[src/rtl/serial_sub_pkg.sv]
// Shared types and sizing helpers for the bit-serial subtractor.
package serial_sub_pkg;

  typedef enum logic [1:0] {
    IDLE = 2'd0,
    RUN  = 2'd1,
    DONE = 2'd2
  } state_t;

  localparam int unsigned DEFAULT_WIDTH = 8;

  // Bit-position counter width; never narrower than one bit.
  function automatic int unsigned cnt_width(input int unsigned width);
    return (width > 2) ? $clog2(width) : 1;
  endfunction

endpackage

[src/rtl/fullsubtractor.sv]
// One-bit full subtractor cell: d = x - y - bin, with borrow out.
module fullsubtractor (
  input  logic x,
  input  logic y,
  input  logic bin,
  output logic d,
  output logic bout
);

  assign d    = x ^ y ^ bin;
  assign bout = (~x & y) | (~(x ^ y) & bin);

endmodule

[src/rtl/serial_subtractor.sv]
// Bit-serial WIDTH-bit subtractor (diff = a - b), LSB first, one bit per clock.
// Optional signed-overflow output enabled by defining SERIAL_SUB_OVERFLOW_EN.
module serial_subtractor
  import serial_sub_pkg::*;
#(
  parameter int unsigned WIDTH = DEFAULT_WIDTH
) (
  input  logic             clk,
  input  logic             reset,
  input  logic             start,
  input  logic [WIDTH-1:0] a,
  input  logic [WIDTH-1:0] b,
  output logic             busy,
  output logic             done,
  output logic [WIDTH-1:0] diff,
`ifdef SERIAL_SUB_OVERFLOW_EN
  output logic             ovf,
`endif
  output logic             borrow_out
);

  localparam int unsigned    CW       = cnt_width(WIDTH);
  localparam logic [CW-1:0]  CNT_LAST = CW'(WIDTH - 1);

  state_t           state_q, state_d;
  logic [WIDTH-1:0] a_sh_q, a_sh_d;
  logic [WIDTH-1:0] b_sh_q, b_sh_d;
  logic [WIDTH-1:0] diff_q, diff_d;
  logic [CW-1:0]    cnt_q, cnt_d;
  logic             brw_q, brw_d;
  logic             borrow_q, borrow_d;
  logic             busy_q, busy_d;
  logic             done_q, done_d;
  logic             fs_d, fs_bout;
`ifdef SERIAL_SUB_OVERFLOW_EN
  logic             ovf_q, ovf_d;
  logic             a_msb_q, a_msb_d;
  logic             b_msb_q, b_msb_d;
`endif

  // Single shared cell, fed from the operand LSBs and the registered borrow.
  fullsubtractor u_fs (
    .x    (a_sh_q[0]),
    .y    (b_sh_q[0]),
    .bin  (brw_q),
    .d    (fs_d),
    .bout (fs_bout)
  );

  always_comb begin
    state_d  = state_q;
    a_sh_d   = a_sh_q;
    b_sh_d   = b_sh_q;
    diff_d   = diff_q;
    cnt_d    = cnt_q;
    brw_d    = brw_q;
    borrow_d = borrow_q;
    busy_d   = 1'b0;
    done_d   = 1'b0;
`ifdef SERIAL_SUB_OVERFLOW_EN
    ovf_d    = ovf_q;
    a_msb_d  = a_msb_q;
    b_msb_d  = b_msb_q;
`endif
    case (state_q)
      IDLE: begin
        if (start) begin
          a_sh_d   = a;
          b_sh_d   = b;
          brw_d    = 1'b0;
          cnt_d    = '0;
          diff_d   = '0;
          borrow_d = 1'b0;
          busy_d   = 1'b1;
          state_d  = RUN;
`ifdef SERIAL_SUB_OVERFLOW_EN
          ovf_d    = 1'b0;
          a_msb_d  = a[WIDTH-1];
          b_msb_d  = b[WIDTH-1];
`endif
        end
      end
      RUN: begin
        a_sh_d = {1'b0, a_sh_q[WIDTH-1:1]};
        b_sh_d = {1'b0, b_sh_q[WIDTH-1:1]};
        diff_d = {fs_d, diff_q[WIDTH-1:1]};
        brw_d  = fs_bout;
        busy_d = 1'b1;
        if (cnt_q == CNT_LAST) begin
          // Last bit: the cell's borrow is the final borrow, fs_d is the result MSB.
          borrow_d = fs_bout;
          busy_d   = 1'b0;
          done_d   = 1'b1;
          state_d  = DONE;
`ifdef SERIAL_SUB_OVERFLOW_EN
          ovf_d    = (a_msb_q != b_msb_q) && (fs_d != a_msb_q);
`endif
        end else begin
          cnt_d = cnt_q + CW'(1);
        end
      end
      DONE: begin
        state_d = IDLE;
      end
      default: begin
        state_d = IDLE;
      end
    endcase
  end

  always_ff @(posedge clk) begin
    if (reset) begin
      state_q  <= IDLE;
      a_sh_q   <= '0;
      b_sh_q   <= '0;
      diff_q   <= '0;
      cnt_q    <= '0;
      brw_q    <= 1'b0;
      borrow_q <= 1'b0;
      busy_q   <= 1'b0;
      done_q   <= 1'b0;
`ifdef SERIAL_SUB_OVERFLOW_EN
      ovf_q    <= 1'b0;
      a_msb_q  <= 1'b0;
      b_msb_q  <= 1'b0;
`endif
    end else begin
      state_q  <= state_d;
      a_sh_q   <= a_sh_d;
      b_sh_q   <= b_sh_d;
      diff_q   <= diff_d;
      cnt_q    <= cnt_d;
      brw_q    <= brw_d;
      borrow_q <= borrow_d;
      busy_q   <= busy_d;
      done_q   <= done_d;
`ifdef SERIAL_SUB_OVERFLOW_EN
      ovf_q    <= ovf_d;
      a_msb_q  <= a_msb_d;
      b_msb_q  <= b_msb_d;
`endif
    end
  end

  assign busy       = busy_q;
  assign done       = done_q;
  assign diff       = diff_q;
  assign borrow_out = borrow_q;
`ifdef SERIAL_SUB_OVERFLOW_EN
  assign ovf        = ovf_q;
`endif

endmodule

[config.mk]
export PLATFORM = sky130hd
export DESIGN_NAME = serial_subtractor
export DESIGN_NICKNAME = d
export VERILOG_FILES = /design/src/rtl/serial_sub_pkg.sv /design/src/rtl/fullsubtractor.sv /design/src/rtl/serial_subtractor.sv
export SDC_FILE = /design/constraint.sdc
export NUM_CORES = 1
export LEC_CHECK = 0
export ABC_AREA = 1
export CAP_MARGIN = 15
export CORE_ASPECT_RATIO = 2
export CORE_UTILIZATION = 30
export DETAILED_ROUTE_END_ITERATION = 6
export PLACE_DENSITY_LB_ADDON = 0.25
export SLEW_MARGIN = 20
export SYNTH_ARGS = -nofsm -noshare
export SYNTH_HDL_FRONTEND = slang
export SYNTH_SLANG_ARGS = --single-unit
[constraint.sdc]
create_clock -name clk -period 1.47 [get_ports clk]
set_input_delay 0.2205 -clock clk [delete_from_list [all_inputs] [get_ports clk]]
set_output_delay 0.2205 -clock clk [all_outputs]
set_load 0.02 [all_outputs]
==> results of run 1 <==
cells by family (layout without fill, tap and decap cells):
kind of cell	after synthesis	after routing	share of synthesized area, %
compound gates	13	13	4.42
fa+ha+maj	3	3	3.06
buf+inv	33	67	9.51
flops	33	33	44.9
simple gates	131	131	38.1
routing by layer:
layer	up-vias	global-route usage, %	part of all wire (%)
li1	733	-	-
met1	636	15.3	39
met2	25	29.0	55
met3	8	3.77	3.3
met4	0	8.52	3.2
met5	-	0	0
through the flow:
stage               hold slack (ps)  power (mW)  instances  setup WS, ps
floorplan                       363        1.12        213           307
global placement                471        1.24        294          36.6
detailed placement              472        1.24        294          34.4
CTS                             482        2.13        302          6.53
global route                    501        2.20        302          26.9
finish                          476        2.10        302          71.4
report_power, final:
part,total (mW),internal [mW],leakage (nW),switching (mW)
clock,0.878,0.552,0.0585,0.325
combinational,0.264,0.121,0.599,0.143
sequential,0.953,0.931,0.269,0.0225
flip-flops by register name (all words and copies together) (netlist names):
signal,count
done,1
b_sh_q,8
diff,8
brw_q,1
a_sh_q,8
cnt_q,3
borrow_out,1
busy,1
state_q,2
what timing repair did:
action	in CTS	in global routing
setup buffers	0	0
resized for setup	7	3
endpoints found under the setup margin	7	20
worst reg2reg max path, delay by kind of cell, from the launching register on:
| kind | cells | cell delay [ps] |
|---|---|---|
| adders and majority gates | 2 | 390 |
| buffers and inverters | 1 | 100 |
| DFF | 1 | 330 |
| and+or+nand+nor | 4 | 440 |
layout make-up:
| type | count | area share (%) |
|---|---|---|
| multi-input cells | 147 | 34.3 |
| clock buffers | 7 | 4.38 |
| well taps | 55 | 3.49 |
| flip-flops and latches | 33 | 33.5 |
| repair buffers | 39 | 19.0 |
| clock inverters | 1 | 1.52 |
| inverters | 20 | 3.81 |
worst max-delay path by stage:
stage	start	end	slack, ps	cells past startpoint
2_1_floorplan	cnt_q[0]	borrow_out	310	6
3_3_place_gp	start	cnt_q[1]	40	7
3_5_place_dp	start	cnt_q[1]	30	7
4_1_cts	diff[0]	diff[0]	7	1
5_1_grt	cnt_q[0]	cnt_q[0]	30	7
6_report	busy	busy	70	1
Yosys cell counts (all sizes together):
cell type	number
nand2	50
nand3	40
nor2	36
dfxtp	33
inv	20
a21oi	13
buf	9
clkbuf	4
ha	2
nand3b	2
nor3	2
fa	1
or2	1
==> results.py, run 1 <==
metrics = {
    "placement": {
        "place.port_buffers": 29,
        "detailed_place.area_mm2": 0.00185,
        "hpwl_reported_at_the_end_of_detailed_placement_mm": 2.58,
        "place.gp.congestion": 0.742,
    },
    "critical_path": {
        "setup.worst_path.class": "flop to primary output",
        "r2r.worst_path.cells": 7,
        "crit_path_start_kind": "flop",
        "timing.rr.end": "cnt_q[0]",
        "timing.critical_path.max_delay_family": "buffers and inverters",
        "slowest_stage": "clkdlybuf4s50_1",
        "crit-reg2reg-launch": "cnt_q[0]",
        "cp.buffers_inverters": 1,
        "slowest_delay_ps": 590,
        "r2r_setup_slack_ps": 160,
        "worstPathArrival_ps": 1180,
        "critPathCaptureType": "primary output",
        "crit_path_max_fanout": 1,
        "worstPathRequired_ps": 1250,
        "path_cells": "clkdlybuf4s50_1",
    },
    "floorplan": {
        "io_pins": 30,
        "floorplan.initialDensity_pct": 31.7,
        "fp.dieW_um": 51.5,
        "dieHeight_um": 101,
        "core_mm2": 0.00464,
        "std_cell_rows": 35,
        "die_outline_area_mm2": 0.00521,
    },
    "finish": {
        "layout_common_cells": "49 x nand2_1, 40 x nand3_1, 34 x nor2_1, 33 x dfxtp_1, 20 x clkdlybuf4s50_1",
        "finish.net_count": 268,
        "n_antenna_cell": 0,
        "stdcell_area_mm2": 0.00197,
        "syn2layout_area_growth_pct": 33.9,
        "filler_cell_count": 538,
        "drive_gt1_share_pct": 8.91,
        "multi_input_comb_area_um2": 677,
        "regArea_um2": 661,
        "finish.utilization_pct": 42.5,
        "layout.cells.most_common": "nand2_1",
    },
    "sta": {
        "slew_viol_final": 0,
        "setup_violations": 0,
        "maxSlewHeadroom_pct": 75.1,
        "fin_tns_setup_ps": 0,
        "finalCritPeriodShare_pct": 95.1,
        "timing.clock.skew_ps": 6.71,
        "maxClockFrequency_mhz": 715,
        "transition_time_at_the_pin_with_the_least_slew_margin_ps": 372,
        "rsz0062_at_grt": "false",
        "finalHoldViolations": 0,
        "final.min_clock_period_ps": 1400,
    },
    "clock_network": {
        "max-clock-path-buffers": 2,
        "clk_latency_ps": 290,
        "cts-hold-fix-buffers": 0,
        "tritoncts.num_buffers": 5,
        "path_clk_slew_ps": 60,
        "cts_tree": "done",
        "clock_tree.root_cell": "clkbuf_8",
        "ctsHtreeMaxLevel": 2,
        "cts_sinks": 33,
    },
    "global_routing": {
        "maximum_number_of_pins_on_one_net_before_global_route_repair": 18,
        "vias_in_the_first_global_route": 1332,
        "grt.total_usage_pct": 15.7,
        "grt_antenna_before_repair": 0,
        "grt_overflow": 0,
        "grt_pass1_wl_mm": 5.97,
    },
    "synth": {
        "ys_seq_area_share_pct": 44.9,
        "synth_area_leaders": "dfxtp_1 45%, nand3_1 14%, nand2_1 12%, nor2_1 8.7%, inv_1 4.6%",
        "synth_fp_nets": 235,
        "synth_cell_types": 18,
        "synthCells": 213,
        "yosys_warnings": 0,
        "synth_top_cell_area_share_pct": 44.9,
        "syn-mean-instance-area_um2": 6.91,
        "synth.cell_area_mm2": 0.00147,
        "postSynthRegisterBits": 33,
        "synth_top_cell_by_area": "dfxtp_1",
    },
    "drt": {
        "ant_nets": 0,
        "detailedRoute.firstIterationViolations": 21,
        "remaining_drc_errors": 0,
        "routed_wl_per_cell_um": 11.4,
        "dr_total_vias": 1402,
        "drt-pass1-iter-count": 4,
        "drt-vias-per-instance": 4.64,
        "routed_wirelength_mm": 3.45,
    },
    "pwr": {
        "vdd_ir_drop_max_mv": 0.699,
        "p_leak_nw": 0.927,
        "power-per-cell-area_mw_per_mm2": 1060,
    },
    "hold_path": {
        "hp-class": "flop to flop",
        "hold_path_depth": 2,
        "hold_wc_startpoint": "diff[6]",
        "min_to": "diff[5]",
    },
    "run": {
        "max_cap_viol_count": 0,
    },
    "outcome": {
        "status": "completed",
    },
}
No activity file was read; power rests on OpenSTA's default activity.
==> run 2, diff against run 1 <==
--- a/config.mk
+++ b/config.mk
@@ -10,6 +10,7 @@
 export CORE_ASPECT_RATIO = 2
 export CORE_UTILIZATION = 30
 export DETAILED_ROUTE_END_ITERATION = 6
+export GPL_TIMING_DRIVEN = 0
 export PLACE_DENSITY_LB_ADDON = 0.25
 export SLEW_MARGIN = 20
 export SYNTH_ARGS = -nofsm -noshare
==> run 2 against run 1 <==
- cell count grew 0.33%
- total power shrank 6.9%
- maximum frequency shrank 0.51%
- sequential power is essentially flat
- clock-buffer cell count is the same
- combinational power shrank 5%
- first-iteration DRC count grew 48%
- final area shrank 2.3%
- non-clock buffer count grew 1
- clock power shrank 15%
- global-route usage is essentially flat
- critical path type unchanged
- critical endpoint is now done
- largest cell class unchanged
- highest routed layer unchanged
==> results.py, run 2 (synthesis gave the netlist of run 1 again) <==
metrics = {
    "global_routing": {
        "maximum_number_of_pins_on_one_net_before_global_route_repair": 11,
        "vias_in_the_first_global_route": 1329,
        "grt_pass1_wl_mm": 6.10,
        "grt.total_usage_pct": 15.7,
        "grt_overflow": 0,
        "grt_antenna_before_repair": 0,
    },
    "placement": {
        "instance_count_after_placement_with_tap_cells_included": 295,
        "hpwl_reported_at_the_end_of_detailed_placement_mm": 2.62,
        "place.port_buffers": 27,
        "place.gp.congestion": 0.767,
        "place_worst_setup_slack_ps": 120,
    },
    "clock_network": {
        "path_clk_slew_ps": 70,
        "clock_tree.root_cell": "clkbuf_8",
        "cts_tree": "done",
        "clk_latency_ps": 280,
        "max-clock-path-buffers": 2,
        "ctsHtreeMaxLevel": 2,
        "cts-hold-fix-buffers": 0,
        "cts_setup_buffers": 0,
        "tritoncts.num_buffers": 5,
        "post_cts_resized": 5,
        "cts_sinks": 33,
    },
    "floorplan": {
        "floorplan.initialDensity_pct": 31.7,
        "io_pins": 30,
        "fp.dieW_um": 51.5,
        "std_cell_rows": 35,
        "die_outline_area_mm2": 0.00521,
        "core_mm2": 0.00464,
        "dieHeight_um": 101,
    },
    "pwr": {
        "vdd_ir_drop_max_mv": 0.681,
        "power-per-cell-area_mw_per_mm2": 1010,
        "p_leak_nw": 0.929,
    },
    "drt": {
        "routed_wirelength_mm": 3.53,
        "dr_total_vias": 1408,
        "remaining_drc_errors": 0,
        "drt-pass1-iter-count": 5,
        "drt-vias-per-instance": 4.65,
        "routed_wl_per_cell_um": 11.6,
        "ant_nets": 0,
        "detailedRoute.firstIterationViolations": 31,
    },
    "finish": {
        "syn2layout_area_growth_pct": 30.8,
        "layout.cells.most_common": "nand2_1",
        "layout_common_cells": "49 x nand2_1, 40 x nand3_1, 34 x nor2_1, 31 x dfxtp_1",
        "stdcell_count": 303,
        "multi_input_comb_area_um2": 677,
        "n_antenna_cell": 0,
        "drive_gt1_share_pct": 9.27,
        "filler_cell_count": 502,
        "regArea_um2": 663,
        "finish.net_count": 269,
    },
    "hold_path": {
        "hold_wc_startpoint": "reset",
        "hp-class": "input pin to flop",
    },
    "critical_path": {
        "path_cells": "clkdlybuf4s50_1",
        "crit_path_start_kind": "flop",
        "critPathCaptureType": "primary output",
        "slowest_stage": "clkdlybuf4s50_1",
        "cp.buffers_inverters": 1,
        "worstPathRequired_ps": 1250,
        "crit_path_max_fanout": 1,
        "critical_path_startpoint": "done",
        "timing.critical_path.max_delay_family": "buffers and inverters",
        "r2r_setup_slack_ps": 170,
        "crit-reg2reg-launch": "cnt_q[0]",
        "slowest_delay_ps": 590,
        "worstPathArrival_ps": 1190,
        "setup.worst_path.class": "flop to primary output",
    },
    "sta": {
        "final.min_clock_period_ps": 1410,
        "finalHoldViolations": 0,
        "finalWorstSetupSlack_ps": 64.3,
        "fin_tns_setup_ps": 0,
        "finalCritPeriodShare_pct": 95.6,
        "slew_viol_final": 0,
        "maxClockFrequency_mhz": 711,
        "maxSlewHeadroom_pct": 65.7,
        "setup_violations": 0,
        "rsz0062_at_grt": "false",
        "timing.clock.skew_ps": 2.72,
        "transition_time_at_the_pin_with_the_least_slew_margin_ps": 514,
        "whs_ps": 322,
    },
    "run": {
        "max_cap_viol_count": 0,
    },
    "outcome": {
        "status": "completed",
    },
}
[run 2: power by group]
group | internal [mW] | total, mW | switching (mW)
Sequential | 0.931 | 0.954 | 0.0226
Clock | 0.423 | 0.745 | 0.322
Combinational | 0.109 | 0.252 | 0.144
Total | 1.46 | 1.95 | 0.488
[run 2: final timing paths]
check / endpoint / cells after the start
setup / recovery: done / 1
hold / removal: b_sh_q[7] / 2
setup reg to reg: cnt_q[1] / 7
hold reg to reg: cnt_q[1] / 2
[run 2: layout make-up]
type | count | share of cell area, %
Multi-Input combinational cell | 147 | 35.1
Sequential cell | 33 | 34.4
Timing Repair Buffer | 27 | 14.2
Clock buffer | 7 | 5.00
Inverter | 20 | 3.90
Tap cell | 55 | 3.57
Buffer | 13 | 3.51
Clock inverter | 1 | 0.260
[run 2: per-layer routing]
metal / vias to the layer above / global-route usage, % / wire (um) / share of wire (%)
li1: 736 / - / - / -
met1: 638 / 16.6 / 1370 / 39
met2: 29 / 29.0 / 1970 / 56
met3: 5 / 3.17 / 125 / 3.5
met4: 0 / 6.24 / 65 / 1.8
met5: - / 0 / 0 / 0
[run 2: per-stage QoR]
step | cell area [um2] | power, mW | util (%)
3_3_place_gp | 1810 | 1.22 | 39.0
2_1_floorplan | 1470 | 1.12 | -
3_5_place_dp | 1810 | 1.23 | 39.0
5_1_grt | 1930 | 2.05 | 41.5
4_1_cts | 1910 | 1.97 | 41.1
6_report | 1930 | 1.95 | 41.5
==> run 3, diff against run 2 <==
--- a/config.mk
+++ b/config.mk
@@ -12,6 +12,7 @@
 export DETAILED_ROUTE_END_ITERATION = 6
 export GPL_TIMING_DRIVEN = 0
 export PLACE_DENSITY_LB_ADDON = 0.25
+export REMOVE_ABC_BUFFERS = 1
 export SLEW_MARGIN = 20
 export SYNTH_ARGS = -nofsm -noshare
 export SYNTH_HDL_FRONTEND = slang
==> run 3 against run 2 <==
- maximum frequency is 1.4% lower
- register-to-register slack worse by 20 ps
- final area is 0.78% lower
- largest power group unchanged
- die area stayed put
- first-iteration DRC count is 48% higher
- setup slack worse by 20 ps
- total power is 0.11% higher
- sequential power hardly changed
- cell count is 3.3% lower
- critical path type unchanged
- flip-flop and latch count stayed put
- clock power is 1% higher
==> results.py, run 3 (synthesis gave the netlist of run 1 again) <==
metrics = {
    "sta": {
        "finalWorstSetupSlack_ps": 44.7,
        "final.min_clock_period_ps": 1430,
        "rsz0062_at_grt": "false",
        "whs_ps": 480,
        "maxClockFrequency_mhz": 702,
        "fin_tns_setup_ps": 0,
        "finalHoldViolations": 0,
        "timing.clock.skew_ps": 3.32,
        "setup_violations": 0,
        "finalCritPeriodShare_pct": 97.0,
        "transition_time_at_the_pin_with_the_least_slew_margin_ps": 556,
        "slew_viol_final": 0,
        "maxSlewHeadroom_pct": 62.9,
    },
    "hold_path": {
        "min_to": "cnt_q[1]",
        "hold_wc_startpoint": "cnt_q[1]",
        "hp-class": "flop to flop",
        "hold_path_depth": 2,
    },
    "critical_path": {
        "worstPathArrival_ps": 1200,
        "critPathCaptureType": "primary output",
        "timing.rr.end": "a_sh_q[6]",
        "setup.worst_path.class": "flop to primary output",
        "worstPathRequired_ps": 1250,
        "crit_path_start_kind": "flop",
        "slowest_stage": "clkdlybuf4s50_1",
        "crit_path_max_fanout": 1,
        "critical_path_startpoint": "done",
        "path_cells": "clkdlybuf4s50_1",
        "r2r.worst_path.cells": 6,
        "cp.buffers_inverters": 1,
        "r2r_setup_slack_ps": 150,
        "crit-reg2reg-launch": "state_q[0]",
        "timing.critical_path.max_delay_family": "buffers and inverters",
        "slowest_delay_ps": 600,
    },
    "run": {
        "max_cap_viol_count": 0,
    },
    "pwr": {
        "power-per-cell-area_mw_per_mm2": 1020,
        "p_leak_nw": 0.892,
        "design_power_total_mw": 1.95,
        "vdd_ir_drop_max_mv": 0.518,
    },
    "global_routing": {
        "grt_pass1_wl_mm": 5.62,
        "grt_overflow": 0,
        "grt.total_usage_pct": 14.8,
        "grt_antenna_before_repair": 0,
        "maximum_number_of_pins_on_one_net_before_global_route_repair": 27,
        "vias_in_the_first_global_route": 1235,
    },
    "drt": {
        "remaining_drc_errors": 0,
        "routed_wirelength_mm": 3.42,
        "detailedRoute.firstIterationViolations": 46,
        "ant_nets": 0,
        "dr_total_vias": 1365,
        "drt-vias-per-instance": 4.66,
        "drt-pass1-iter-count": 4,
        "routed_wl_per_cell_um": 11.7,
    },
    "clock_network": {
        "clock_tree.root_cell": "clkbuf_8",
        "cts_sinks": 33,
        "tritoncts.num_buffers": 5,
        "clk_latency_ps": 290,
        "path_clk_slew_ps": 70,
        "cts_tree": "done",
        "cts_setup_buffers": 0,
        "max-clock-path-buffers": 2,
        "ctsHtreeMaxLevel": 2,
        "cts-hold-fix-buffers": 0,
    },
    "placement": {
        "place.gp.congestion": 0.702,
        "detailed_place.area_mm2": 0.00177,
        "place.port_buffers": 29,
        "place_worst_setup_slack_ps": -879,
        "hpwl_reported_at_the_end_of_detailed_placement_mm": 2.18,
        "instance_count_after_placement_with_tap_cells_included": 284,
    },
    "finish": {
        "stdcell_count": 293,
        "syn2layout_area_growth_pct": 29.8,
        "finish.utilization_pct": 41.2,
        "drive_gt1_share_pct": 7.98,
        "layout_common_cells": "47 x nand2_1, 40 x nand3_1, 34 x nor2_1, 32 x dfxtp_1, 18 x inv_1",
        "filler_cell_count": 520,
        "stdcell_area_mm2": 0.00191,
        "layout.cells.most_common": "nand2_1",
        "finish.net_count": 259,
        "n_antenna_cell": 0,
    },
    "floorplan": {
        "io_pins": 30,
        "fp.dieW_um": 51.5,
        "floorplan.initialDensity_pct": 31.7,
        "core_mm2": 0.00464,
        "std_cell_rows": 35,
        "dieHeight_um": 101,
        "die_outline_area_mm2": 0.00521,
    },
    "outcome": {
        "status": "completed",
    },
}
[run 3: cell count changes in the layout (fill, tap and decap cells not counted), sizes merged]
cell	delta
buf	-8
clkbuf	-5
clkdlybuf4s15	+2
clkdlybuf4s50	-1
dlygate4sd2	+2
dlymetal6s2s	-1
nor2	+1
[run 3: power by group]
group / leakage [nW] / internal [mW] / switching [mW]
combinational: 0.568 / 0.103 / 0.143
clock: 0.0542 / 0.423 / 0.331
sequential: 0.270 / 0.931 / 0.0231
total: 0.892 / 1.46 / 0.497
[run 3: worst max path at each step]
stage                 endpoint  cells past startpoint
global route              done                      1
detailed placement   a_sh_q[1]                      6
global placement     b_sh_q[1]                      6
finish                    done                      1
CTS                   cnt_q[0]                      5
floorplan           borrow_out                      5
[run 3: timing repair]
item | 4_1_cts | 5_1_grt
cloned | 0 | 1
gates resized for setup | 16 | 9
pin swaps | 0 | 1
endpoints found under the setup margin | 36 | 25
[run 3: area by class of cell]
type,count,area (um2),share of cell area (%)
inverter,20,75.1,3.93
multi-input combinational,148,713,37.3
clock buffer,7,96.3,5.04
sequential,33,662,34.6
tap,55,68.8,3.60
timing repair buffer,29,292,15.2
clock inverter,1,5.00,0.262
[run 3: routing by layer]
layer	up-vias	GRT usage (%)	part of all wire (%)
li1	720	-	-
met1	616	15.4	41
met2	21	25.7	52
met3	8	3.77	3.3
met4	0	8.73	3.3
met5	-	0	0
